File: config.mk
export PLATFORM = sky130hd
export DESIGN_NAME = cdb_arbiter_flat
export DESIGN_NICKNAME = d
export VERILOG_FILES = /design/src/rtl/cdb_arbiter_pkg.sv /design/src/rtl/cdb_arbiter_if.sv /design/src/rtl/cdb_fifo.sv /design/src/rtl/cdb_arbiter.sv /design/src/flat_wrapper.sv
export SDC_FILE = /design/constraint.sdc
export NUM_CORES = 1
export LEC_CHECK = 0
export BUFFER_PORTS_ARGS = -buffer_cell sky130_fd_sc_hd__clkbuf_2
export CORE_ASPECT_RATIO = 0.7
export CORE_MARGIN = 5
export CORE_UTILIZATION = 40
export CTS_BUF_LIST = sky130_fd_sc_hd__clkbuf_16
export CTS_CLUSTER_DIAMETER = 30
export DETAILED_ROUTE_END_ITERATION = 6
export SETUP_SLACK_MARGIN = 0.05
export SYNTH_ARGS = -nofsm -noshare
export SYNTH_HDL_FRONTEND = slang
export SYNTH_HIERARCHICAL = 1
export SYNTH_SLANG_ARGS = --single-unit
File: constraint.sdc
create_clock -name clk -period 8.8 [get_ports clk]
set_input_delay 1.32 -clock clk [delete_from_list [all_inputs] [get_ports clk]]
set_output_delay 1.32 -clock clk [all_outputs]
set_load 0.05 [all_outputs]
File: src/rtl/cdb_arbiter_pkg.sv
// Shared types and constants for the common data bus arbiter.
// Holds the ROB id / data types, FIFO depth and source encodings.
package cdb_arbiter_pkg;

  localparam int ROB_ID_W       = 4;
  localparam int DATA_W         = 32;
  localparam int CDB_FIFO_DEPTH = 2;

  // ROB_ID_TYPE / DATA_TYPE
  typedef logic [ROB_ID_W-1:0] rob_id_t;
  typedef logic [DATA_W-1:0]   data_t;

  // ROB id 0 is reserved as "no instruction"; requests carrying it are dropped.
  localparam rob_id_t ZERO_ROB = '0;

  typedef enum logic {
    CDB_SRC_ALU = 1'b0,
    CDB_SRC_LSB = 1'b1
  } cdb_src_e;

  typedef struct packed {
    rob_id_t rob_id;
    data_t   result;
  } cdb_entry_t;

  localparam int CNT_W = $clog2(CDB_FIFO_DEPTH + 1);
  localparam int PTR_W = (CDB_FIFO_DEPTH > 1) ? $clog2(CDB_FIFO_DEPTH) : 1;

  function automatic logic [PTR_W-1:0] ptr_inc(input logic [PTR_W-1:0] p);
    return (p == PTR_W'(CDB_FIFO_DEPTH - 1)) ? '0 : p + PTR_W'(1);
  endfunction

endpackage

File: src/rtl/cdb_arbiter_if.sv
// Bundle of result requests, flush and broadcast signals of the CDB arbiter.
// Handshake: a source entry transfers on a posedge where valid_from_x && ready_to_x;
// the source keeps valid and its payload stable while ready_to_x is low.
interface cdb_arbiter_if
  import cdb_arbiter_pkg::*;
();

  logic       valid_from_alu;
  rob_id_t    rob_id_from_alu;
  data_t      result_from_alu;
  logic       ready_to_alu;

  logic       valid_from_lsb;
  rob_id_t    rob_id_from_lsb;
  data_t      result_from_lsb;
  logic       ready_to_lsb;

  logic       commit_jump_flag_from_rob;

  logic       cdb_valid;
  rob_id_t    cdb_rob_id;
  data_t      cdb_result;
  cdb_src_e   cdb_src;

  // Occupancy of each source FIFO, exposed for observation.
  logic [CNT_W-1:0] alu_count;
  logic [CNT_W-1:0] lsb_count;

  modport master (
    output valid_from_alu, rob_id_from_alu, result_from_alu,
    output valid_from_lsb, rob_id_from_lsb, result_from_lsb,
    output commit_jump_flag_from_rob,
    input  ready_to_alu, ready_to_lsb,
    input  cdb_valid, cdb_rob_id, cdb_result, cdb_src,
    input  alu_count, lsb_count
  );

  modport slave (
    input  valid_from_alu, rob_id_from_alu, result_from_alu,
    input  valid_from_lsb, rob_id_from_lsb, result_from_lsb,
    input  commit_jump_flag_from_rob,
    output ready_to_alu, ready_to_lsb,
    output cdb_valid, cdb_rob_id, cdb_result, cdb_src,
    output alu_count, lsb_count
  );

endinterface

File: src/rtl/cdb_fifo.sv
// Per-source result FIFO with wrap-around pointers and an occupancy count.
// flush and rst clear pointers and count; a push on a flush edge is discarded.
module cdb_fifo
  import cdb_arbiter_pkg::*;
(
  input  logic             clk,
  input  logic             rst,
  input  logic             flush,
  input  logic             push,
  input  cdb_entry_t       data,
  input  logic             pop,
  output cdb_entry_t       head,
  output logic [CNT_W-1:0] count,
  output logic             full,
  output logic             empty
);

  logic [PTR_W-1:0] wr_ptr_q, wr_ptr_d;
  logic [PTR_W-1:0] rd_ptr_q, rd_ptr_d;
  logic [CNT_W-1:0] count_q, count_d;
  cdb_entry_t       mem_q [CDB_FIFO_DEPTH];
  logic             do_push, do_pop;

  assign full    = (count_q == CNT_W'(CDB_FIFO_DEPTH));
  assign empty   = (count_q == '0);
  assign count   = count_q;
  assign head    = mem_q[rd_ptr_q];
  assign do_push = push && !full && !flush;
  assign do_pop  = pop && !empty && !flush;

  always_comb begin
    wr_ptr_d = wr_ptr_q;
    rd_ptr_d = rd_ptr_q;
    count_d  = count_q;
    if (flush) begin
      wr_ptr_d = '0;
      rd_ptr_d = '0;
      count_d  = '0;
    end else begin
      if (do_push) wr_ptr_d = ptr_inc(wr_ptr_q);
      if (do_pop)  rd_ptr_d = ptr_inc(rd_ptr_q);
      // Push and pop together leave the count unchanged.
      case ({do_push, do_pop})
        2'b10:   count_d = count_q + CNT_W'(1);
        2'b01:   count_d = count_q - CNT_W'(1);
        default: count_d = count_q;
      endcase
    end
  end

  always_ff @(posedge clk) begin
    if (rst) begin
      wr_ptr_q <= '0;
      rd_ptr_q <= '0;
      count_q  <= '0;
    end else begin
      wr_ptr_q <= wr_ptr_d;
      rd_ptr_q <= rd_ptr_d;
      count_q  <= count_d;
    end
  end

  always_ff @(posedge clk) begin
    if (!rst && do_push) mem_q[wr_ptr_q] <= data;
  end

endmodule

File: src/rtl/cdb_arbiter.sv
// Common data bus arbiter: buffers ALU and LSB results and broadcasts one per cycle.
// Define CDB_RR_EN for round-robin between contending sources; default is LSB-first.
module cdb_arbiter
  import cdb_arbiter_pkg::*;
(
  input logic          clk,
  input logic          rst,
  input logic          rdy,
  cdb_arbiter_if.slave bus
);

  logic       flush;
  logic       alu_push, lsb_push, alu_pop, lsb_pop;
  logic       alu_full, lsb_full, alu_empty, lsb_empty;
  cdb_entry_t alu_head, lsb_head;
  logic       grant_en, contended;
  cdb_src_e   grant_src;

  logic     cdb_valid_q, cdb_valid_d;
  rob_id_t  cdb_rob_id_q, cdb_rob_id_d;
  data_t    cdb_result_q, cdb_result_d;
  cdb_src_e cdb_src_q, cdb_src_d;

  assign flush = bus.commit_jump_flag_from_rob;

  // Ready depends on registered occupancy only; a pop in the same cycle gives no credit.
  assign bus.ready_to_alu = !rst && rdy && !alu_full;
  assign bus.ready_to_lsb = !rst && rdy && !lsb_full;

  assign alu_push = bus.valid_from_alu && bus.ready_to_alu && (bus.rob_id_from_alu != ZERO_ROB);
  assign lsb_push = bus.valid_from_lsb && bus.ready_to_lsb && (bus.rob_id_from_lsb != ZERO_ROB);

  cdb_fifo u_alu_fifo (
    .clk   (clk),
    .rst   (rst),
    .flush (flush),
    .push  (alu_push),
    .data  ('{rob_id: bus.rob_id_from_alu, result: bus.result_from_alu}),
    .pop   (alu_pop),
    .head  (alu_head),
    .count (bus.alu_count),
    .full  (alu_full),
    .empty (alu_empty)
  );

  cdb_fifo u_lsb_fifo (
    .clk   (clk),
    .rst   (rst),
    .flush (flush),
    .push  (lsb_push),
    .data  ('{rob_id: bus.rob_id_from_lsb, result: bus.result_from_lsb}),
    .pop   (lsb_pop),
    .head  (lsb_head),
    .count (bus.lsb_count),
    .full  (lsb_full),
    .empty (lsb_empty)
  );

`ifdef CDB_RR_EN
  // Source preferred on the next contended grant; reset prefers the ALU.
  cdb_src_e rr_q, rr_d;

  always_comb begin
    rr_d = rr_q;
    if (grant_en && contended) rr_d = (rr_q == CDB_SRC_ALU) ? CDB_SRC_LSB : CDB_SRC_ALU;
  end

  always_ff @(posedge clk) begin
    if (rst) rr_q <= CDB_SRC_ALU;
    else     rr_q <= rr_d;
  end
`endif

  always_comb begin
    contended = !alu_empty && !lsb_empty;
    grant_en  = rdy && !flush && (!alu_empty || !lsb_empty);
    grant_src = CDB_SRC_ALU;
    if (contended) begin
`ifdef CDB_RR_EN
      grant_src = rr_q;
`else
      grant_src = CDB_SRC_LSB;
`endif
    end else if (!lsb_empty) begin
      grant_src = CDB_SRC_LSB;
    end
  end

  assign alu_pop = grant_en && (grant_src == CDB_SRC_ALU);
  assign lsb_pop = grant_en && (grant_src == CDB_SRC_LSB);

  always_comb begin
    cdb_valid_d  = 1'b0;
    cdb_rob_id_d = cdb_rob_id_q;
    cdb_result_d = cdb_result_q;
    cdb_src_d    = cdb_src_q;
    if (grant_en) begin
      cdb_valid_d  = 1'b1;
      cdb_src_d    = grant_src;
      cdb_rob_id_d = (grant_src == CDB_SRC_LSB) ? lsb_head.rob_id : alu_head.rob_id;
      cdb_result_d = (grant_src == CDB_SRC_LSB) ? lsb_head.result : alu_head.result;
    end
  end

  always_ff @(posedge clk) begin
    if (rst) begin
      cdb_valid_q  <= 1'b0;
      cdb_rob_id_q <= ZERO_ROB;
      cdb_result_q <= '0;
      cdb_src_q    <= CDB_SRC_ALU;
    end else begin
      cdb_valid_q  <= cdb_valid_d;
      cdb_rob_id_q <= cdb_rob_id_d;
      cdb_result_q <= cdb_result_d;
      cdb_src_q    <= cdb_src_d;
    end
  end

  assign bus.cdb_valid  = cdb_valid_q;
  assign bus.cdb_rob_id = cdb_rob_id_q;
  assign bus.cdb_result = cdb_result_q;
  assign bus.cdb_src    = cdb_src_q;

endmodule

File: src/flat_wrapper.sv
// flat-port wrapper written by rule: the top's interface ports become plain ports
module cdb_arbiter_flat import cdb_arbiter_pkg::*;
  (clk, rst, rdy, bus_valid_from_alu, bus_rob_id_from_alu, bus_result_from_alu, bus_valid_from_lsb, bus_rob_id_from_lsb, bus_result_from_lsb, bus_commit_jump_flag_from_rob, bus_ready_to_alu, bus_ready_to_lsb, bus_cdb_valid, bus_cdb_rob_id, bus_cdb_result, bus_cdb_src, bus_alu_count, bus_lsb_count);
  cdb_arbiter_if bus_i ();
  input logic clk;
  input logic rst;
  input logic rdy;
  input wire logic [$bits(bus_i.valid_from_alu)-1:0] bus_valid_from_alu;
  input wire logic [$bits(bus_i.rob_id_from_alu)-1:0] bus_rob_id_from_alu;
  input wire logic [$bits(bus_i.result_from_alu)-1:0] bus_result_from_alu;
  input wire logic [$bits(bus_i.valid_from_lsb)-1:0] bus_valid_from_lsb;
  input wire logic [$bits(bus_i.rob_id_from_lsb)-1:0] bus_rob_id_from_lsb;
  input wire logic [$bits(bus_i.result_from_lsb)-1:0] bus_result_from_lsb;
  input wire logic [$bits(bus_i.commit_jump_flag_from_rob)-1:0] bus_commit_jump_flag_from_rob;
  output wire logic [$bits(bus_i.ready_to_alu)-1:0] bus_ready_to_alu;
  output wire logic [$bits(bus_i.ready_to_lsb)-1:0] bus_ready_to_lsb;
  output wire logic [$bits(bus_i.cdb_valid)-1:0] bus_cdb_valid;
  output wire logic [$bits(bus_i.cdb_rob_id)-1:0] bus_cdb_rob_id;
  output wire logic [$bits(bus_i.cdb_result)-1:0] bus_cdb_result;
  output wire logic [$bits(bus_i.cdb_src)-1:0] bus_cdb_src;
  output wire logic [$bits(bus_i.alu_count)-1:0] bus_alu_count;
  output wire logic [$bits(bus_i.lsb_count)-1:0] bus_lsb_count;
  assign bus_i.valid_from_alu = bus_valid_from_alu;
  assign bus_i.rob_id_from_alu = bus_rob_id_from_alu;
  assign bus_i.result_from_alu = bus_result_from_alu;
  assign bus_i.valid_from_lsb = bus_valid_from_lsb;
  assign bus_i.rob_id_from_lsb = bus_rob_id_from_lsb;
  assign bus_i.result_from_lsb = bus_result_from_lsb;
  assign bus_i.commit_jump_flag_from_rob = bus_commit_jump_flag_from_rob;
  assign bus_ready_to_alu = bus_i.ready_to_alu;
  assign bus_ready_to_lsb = bus_i.ready_to_lsb;
  assign bus_cdb_valid = bus_i.cdb_valid;
  assign bus_cdb_rob_id = bus_i.cdb_rob_id;
  assign bus_cdb_result = bus_i.cdb_result;
  assign bus_cdb_src = bus_i.cdb_src;
  assign bus_alu_count = bus_i.alu_count;
  assign bus_lsb_count = bus_i.lsb_count;
  cdb_arbiter u_core (.clk(clk), .rst(rst), .rdy(rdy), .bus(bus_i));
endmodule
==> out/results.ini, run 1 <==
[outcome]
status=complete, no violations

[clocking]
cts.sinks=192
root_buffer=clkbuf_16
h-tree-depth=4
cts_tree=built
cts_setup_buffers=0
cts_resized=0
clockBufferDepth=2
path_clk_slew_ns=0.06
hold_buffers=0
cts_buffers=17
clock_latency_ns=0.42

[cells_and_area]
insertedDiodeCount=0
final_nets=629
drive_above_1_share_pct=49.6
register_area_um2=5290
multi_input_area_um2=1880
final_common_cell=edfxtp_1
final_cell_mix=edfxtp_1 (144), clkbuf_2 (121), mux2_2 (72), dfxtp_1 (46), a221o_1 (34)
area.growth.synth_to_final_pct=20.1
fillers=1579

[floorplan]
core_um2=18000
start_util_pct=40.6
dieArea_um2=21000
die_w_um=171
die_h_um=123
rows=41
ios=122

[global_routing]
grtUsageTotal_pct=14.8
grt_pass1_wl_um=23400
antenna_found_initial=0
grt_pass1_vias=4289
grt-ovfl-total=0
grt_max_degree=37

[critical_path]
cp_slowest_stage_delay_ns=0.31
slowest_stage=or2b_1
cpMostUsedCell=clkbuf_2
worst_setup_path_start_kind=primary input
critPathCaptureType=output pin
critPathArrivalTime_ns=2.20
path_max_fanout=7
critical_path_class=primary input to output pin
cp_cell_sequence=clkbuf_2, or2b_1, nor2_1, clkbuf_2
regToRegSetupSlack_ns=6.43
required_ns=7.48

[run]
drv_cap=0

[logic_synthesis]
syn-num-nets=502
syn_inst=422
syn_area_um2=7280
ys_ff_latch=192
synthDistinctLibCells=30
avgSynthCellArea_um2=17.3
ys_seq_area_share_pct=72.6
yosys_warnings=6

[route]
drc_errors=0
post_drt_via_cell_ratio=5.01
via_count=4000
ant_nets=0
drt_first_pass_iters=4
drt-initial-drc-count=275
routed_wl_um=14800
wl_per_cell_um=18.5

[timing]
period_share_pct=40.0
setup_violations=0
grt_setup_unrepaired=no
fin_hold_ws_ns=0.483
period_needed_ns=3.52
max_freq_mhz=284
fin_skew_ns=0.00622
worst_pin_slew_ns=1.01
finalHoldViolations=0
drv_slew=0
final.setup.tns_ns=0
slew_headroom_pct=32.8

[place]
gp_congestion=0.761
io_buffers=121
hpwlAfterDp_um=9250

[power]
power_density_nw_per_um2=207
ir_drop_uv=108
p_leak_nw=3.20

[worst_hold_path]
hold_path.class=flip-flop to flip-flop

[flip-flops by register name (all words and copies together), names as in the netlist, 2 cells and up, named ones only]
name,count
u_core/bus.cdb_result,32
u_core/bus.cdb_rob_id,4
u_core/u_lsb_fifo/mem_q,72
u_core/u_alu_fifo/mem_q,72
u_core/u_alu_fifo/count,2
u_core/u_lsb_fifo/count,2
[worst paths after layout]
| path | from | endpoint | cells after the start |
|---|---|---|---|
| hold reg to reg | u_core/bus.cdb_src$_SDFFE_PP0N_ | u_core/bus.cdb_src$_SDFFE_PP0N_ | 2 |
| setup / recovery | rst | bus_ready_to_alu | 4 |
| setup reg to reg | u_core/u_lsb_fifo/count[0]$_SDFFE_PP0P_ | u_core/u_lsb_fifo/count[1]$_SDFFE_PP0P_ | 7 |
| hold / removal | u_core/bus.cdb_src$_SDFFE_PP0N_ | u_core/bus.cdb_src$_SDFFE_PP0N_ | 2 |
[cell type report]
| type | instances | area share, % |
|---|---|---|
| clock buffers | 17 | 4.86 |
| flip-flops and latches | 192 | 60.5 |
| repair buffers | 127 | 7.44 |
| inverters | 6 | 0.258 |
| well taps | 236 | 3.38 |
| multi-input cells | 205 | 21.5 |
| clock inverters | 15 | 2.09 |
[synthesized netlist by cell type]
cell      number  area, µm²
nor4_1         4       25.0
or2_2          3       18.8
nor4b_4        1       23.8
inv_1          6       22.5
a221o_2        2       22.5
a221o_1       34        340
and2_2        29        218
ha_1           2       25.0
o21ai_0        7       35.0
dfxtp_1       48        961
o41ai_1        2       17.5
or3b_4         1       11.3
nor2b_1        2       12.5
nor2_8         1       20.0
or2b_1         3       22.5
nor2_1        13       48.8
xnor2_1        2       17.5
buf_2          8       40.0
or3_1          2       12.5
xor2_1         4       35.0
nor3_1         2       10.0
a21oi_1        6       30.0
clkbuf_1       5       18.8
nand2_1        1       3.75
or3_2          4       30.0
a31oi_2        1       12.5
mux2_2        72        811
and2_1         7       43.8
buf_6          6       67.6
edfxtp_1     144       4320
[cells by family after synthesis]
logic type	synth area share, %
compound gates	6.29
simple gates	6.87
buf+inv	2.04
xor+xnor	0.722
mux	11.1
flops	72.6
fa+ha+maj	0.344
[metrics by stage]
step	utilization, %	instance area [µm²]	cells	total power [mW]	setup slack, ns
2_1_floorplan	-	7280	422	1.02	2.92
3_3_place_gp	45.3	8140	766	1.05	5.33
3_5_place_dp	45.3	8140	766	1.05	5.26
4_1_cts	48.7	8740	798	1.83	5.28
5_1_grt	48.7	8740	798	1.88	5.24
6_report	48.7	8740	798	1.81	5.28
[critical path: cells and delay by family]
| kind | cells | cell delay [ns] |
|---|---|---|
| buf+inv | 2 | 0.45 |
| simple gates | 2 | 0.43 |
[report_power, final]
part           leakage [nW]  internal [mW]  switching [mW]  total, mW
Combinational          1.23         0.0201          0.0306     0.0506
Sequential             1.68          0.977         0.00181      0.979
Clock                 0.287          0.451           0.330      0.780
Total                  3.20           1.45           0.362       1.81
[per-layer routing]
layer / up-vias / wire length [µm] / GRT usage (%)
met1: 1997 / 6880 / 21.1
li1: 1890 / - / -
met3: 8 / 929 / 4.38
met5: - / 0 / 0
met2: 105 / 6890 / 22.4
met4: 0 / 78 / 3.41
Power figures use the tool's default switching activity.
==> inputs of run 2 (changes only) <==
==> constraint.sdc (replaced) <==
create_clock -name clk -period 3.2 [get_ports clk]
set_input_delay 0.48 -clock clk [delete_from_list [all_inputs] [get_ports clk]]
set_output_delay 0.48 -clock clk [all_outputs]
set_load 0.05 [all_outputs]
==> run 2 against run 1 <==
Largest cell class unchanged. Via count hardly changed. Sequential power grew to 2.7 times the previous value. Flip-flop and latch count did not move. Non-clock buffer count rose by 3. Sequential share of layout area is essentially flat. Clock skew rose by 0.0022 ns. Combinational power grew to 2.8 times the previous value. Total power rose to 2.6 times the previous value. First-iteration DRC count down 37%. Global-route usage up 0.25 points. Design area about the same.
==> out/results.ini, run 2 (synthesized netlist as in run 1, its figures left out) <==
[cells_and_area]
final_common_cell=edfxtp_1
drive_above_1_share_pct=49.6
final_cell_mix=edfxtp_1 (144), clkbuf_2 (121), mux2_2 (72), dfxtp_1 (46), a221o_1 (34)
area.growth.synth_to_final_pct=20.1
final_nets=632
stdcell_count=801
insertedDiodeCount=0
utilization_pct=48.7

[place]
hpwlAfterDp_um=9840
placed_cells=769
pre_cts_ws_ns=0.545
gp_congestion=0.771
io_buffers=121

[global_routing]
grt_pass1_wl_um=23600
antenna_found_initial=0
grt_max_degree=37
grt-ovfl-total=0
grtUsageTotal_pct=15.0
grt_pass1_vias=4349

[floorplan]
start_util_pct=40.6
dieArea_um2=21000
core_um2=18000
ios=122
rows=41
die_h_um=123
die_w_um=171

[critical_path]
worst_setup_path_start_kind=flip-flop
critPathCaptureType=flip-flop
critical_path_class=flip-flop to flip-flop
critPathArrivalTime_ns=2.84
required_ns=3.54
path_max_fanout=7

[route]
via_count=3999
wl_per_cell_um=18.7
drc_errors=0
ant_nets=0
post_drt_via_cell_ratio=4.99
drt_first_pass_iters=4
drt-initial-drc-count=173
routed_wl_um=15000

[run]
drv_cap=0

[timing]
period_share_pct=78.1
worst_pin_slew_ns=0.985
slew_headroom_pct=34.3
final.setup.tns_ns=0
period_needed_ns=2.50
max_freq_mhz=400
finalHoldViolations=0
fin_ws_ns=0.701
drv_slew=0
setup_violations=0
grt_setup_unrepaired=no
fin_skew_ns=0.00839

[outcome]
status=complete, no violations

[clocking]
cts_tree=built
hold_buffers=0
cts_buffers=17
clockBufferDepth=2
root_buffer=clkbuf_16
cts_setup_buffers=0
cts.sinks=192
clock_latency_ns=0.42
cts_resized=0
h-tree-depth=4
path_clk_slew_ns=0.07

[power]
p_sw_share_pct=20.5
ir_drop_uv=242
p_leak_nw=3.22
p_clk_share_pct=40.9
switching_power_mw=0.983
power_density_nw_per_um2=548
comb_power_share_pct=3.0
intPower_mw=3.81
seqPwrFrac_pct=56.1
power_mw=4.79

[worst_hold_path]
hold_path.class=primary input to flip-flop

-- run 2: cell types whose count changed in the layout (fill, tap and decap cells not counted), moves of 2 or more --
cell        change
clkinv_2        +4
buf_4           +3
clkinvlp_4      -4
nor4_2          -4
inv_1           +2
bufinv_16       -2
nor4_4          +4
clkinv_4        +2
inv_6           -3
-- run 2: routing by layer --
| layer | routed length (µm) | GRT usage (%) | vias up |
|---|---|---|---|
| met1 | 7160 | 20.7 | 1973 |
| met3 | 965 | 4.93 | 12 |
| met5 | 0 | 0 | - |
| met4 | 127 | 4.16 | 0 |
| li1 | - | - | 1894 |
| met2 | 6720 | 23.0 | 120 |
-- run 2: stage by stage --
step | area (µm²) | hold WS, ns
after floorplan | 7310 | 0.472
after global placement | 8190 | 0.468
after detailed placement | 8190 | 0.477
after CTS | 8740 | 0.223
after global routing | 8740 | 0.218
final | 8740 | 0.242
-- run 2: worst paths after layout --
| check | startpoint | endpoint | slack [ns] | cells after the start |
|---|---|---|---|---|
| hold / removal | bus_result_from_lsb[31] | u_core/u_lsb_fifo/mem_q[1][31]$_DFFE_PP_ | 0.24 | 1 |
| setup / recovery | u_core/u_lsb_fifo/count[0]$_SDFFE_PP0P_ | u_core/u_lsb_fifo/count[1]$_SDFFE_PP0P_ | 0.70 | 7 |
| setup reg to reg | u_core/u_lsb_fifo/count[0]$_SDFFE_PP0P_ | u_core/u_lsb_fifo/count[1]$_SDFFE_PP0P_ | 0.70 | 7 |
| hold reg to reg | u_core/bus.cdb_rob_id[2]$_SDFFE_PP0N_ | u_core/bus.cdb_rob_id[2]$_SDFFE_PP0N_ | 0.49 | 1 |
-- run 2: power groups by stage --
stage	Clock (mW)	Combinational (mW)	Sequential, mW
after CTS	2.01	0.145	2.69
after floorplan	0	0.0470	2.76
after global routing	2.13	0.157	2.69
after detailed placement	0	0.145	2.75
after global placement	0	0.138	2.75
final	1.96	0.144	2.69
-- run 2: cell type report --
type | instances | area, µm²
clock buffers | 17 | 425
repair buffers | 130 | 673
well taps | 236 | 295
flip-flops and latches | 192 | 5290
inverters | 6 | 22.5
clock inverters | 15 | 123
fillers | 1547 | 9210
multi-input cells | 205 | 1920
-- run 2: critical path: stages, from the launching register on --
cell	delay [ns]
dfxtp_1	0.47
nor2b_1	0.21
nor3_1	0.22
inv_1	0.15
or3_2	0.47
ha_1	0.35
or3_1	0.36
a21oi_1	0.19
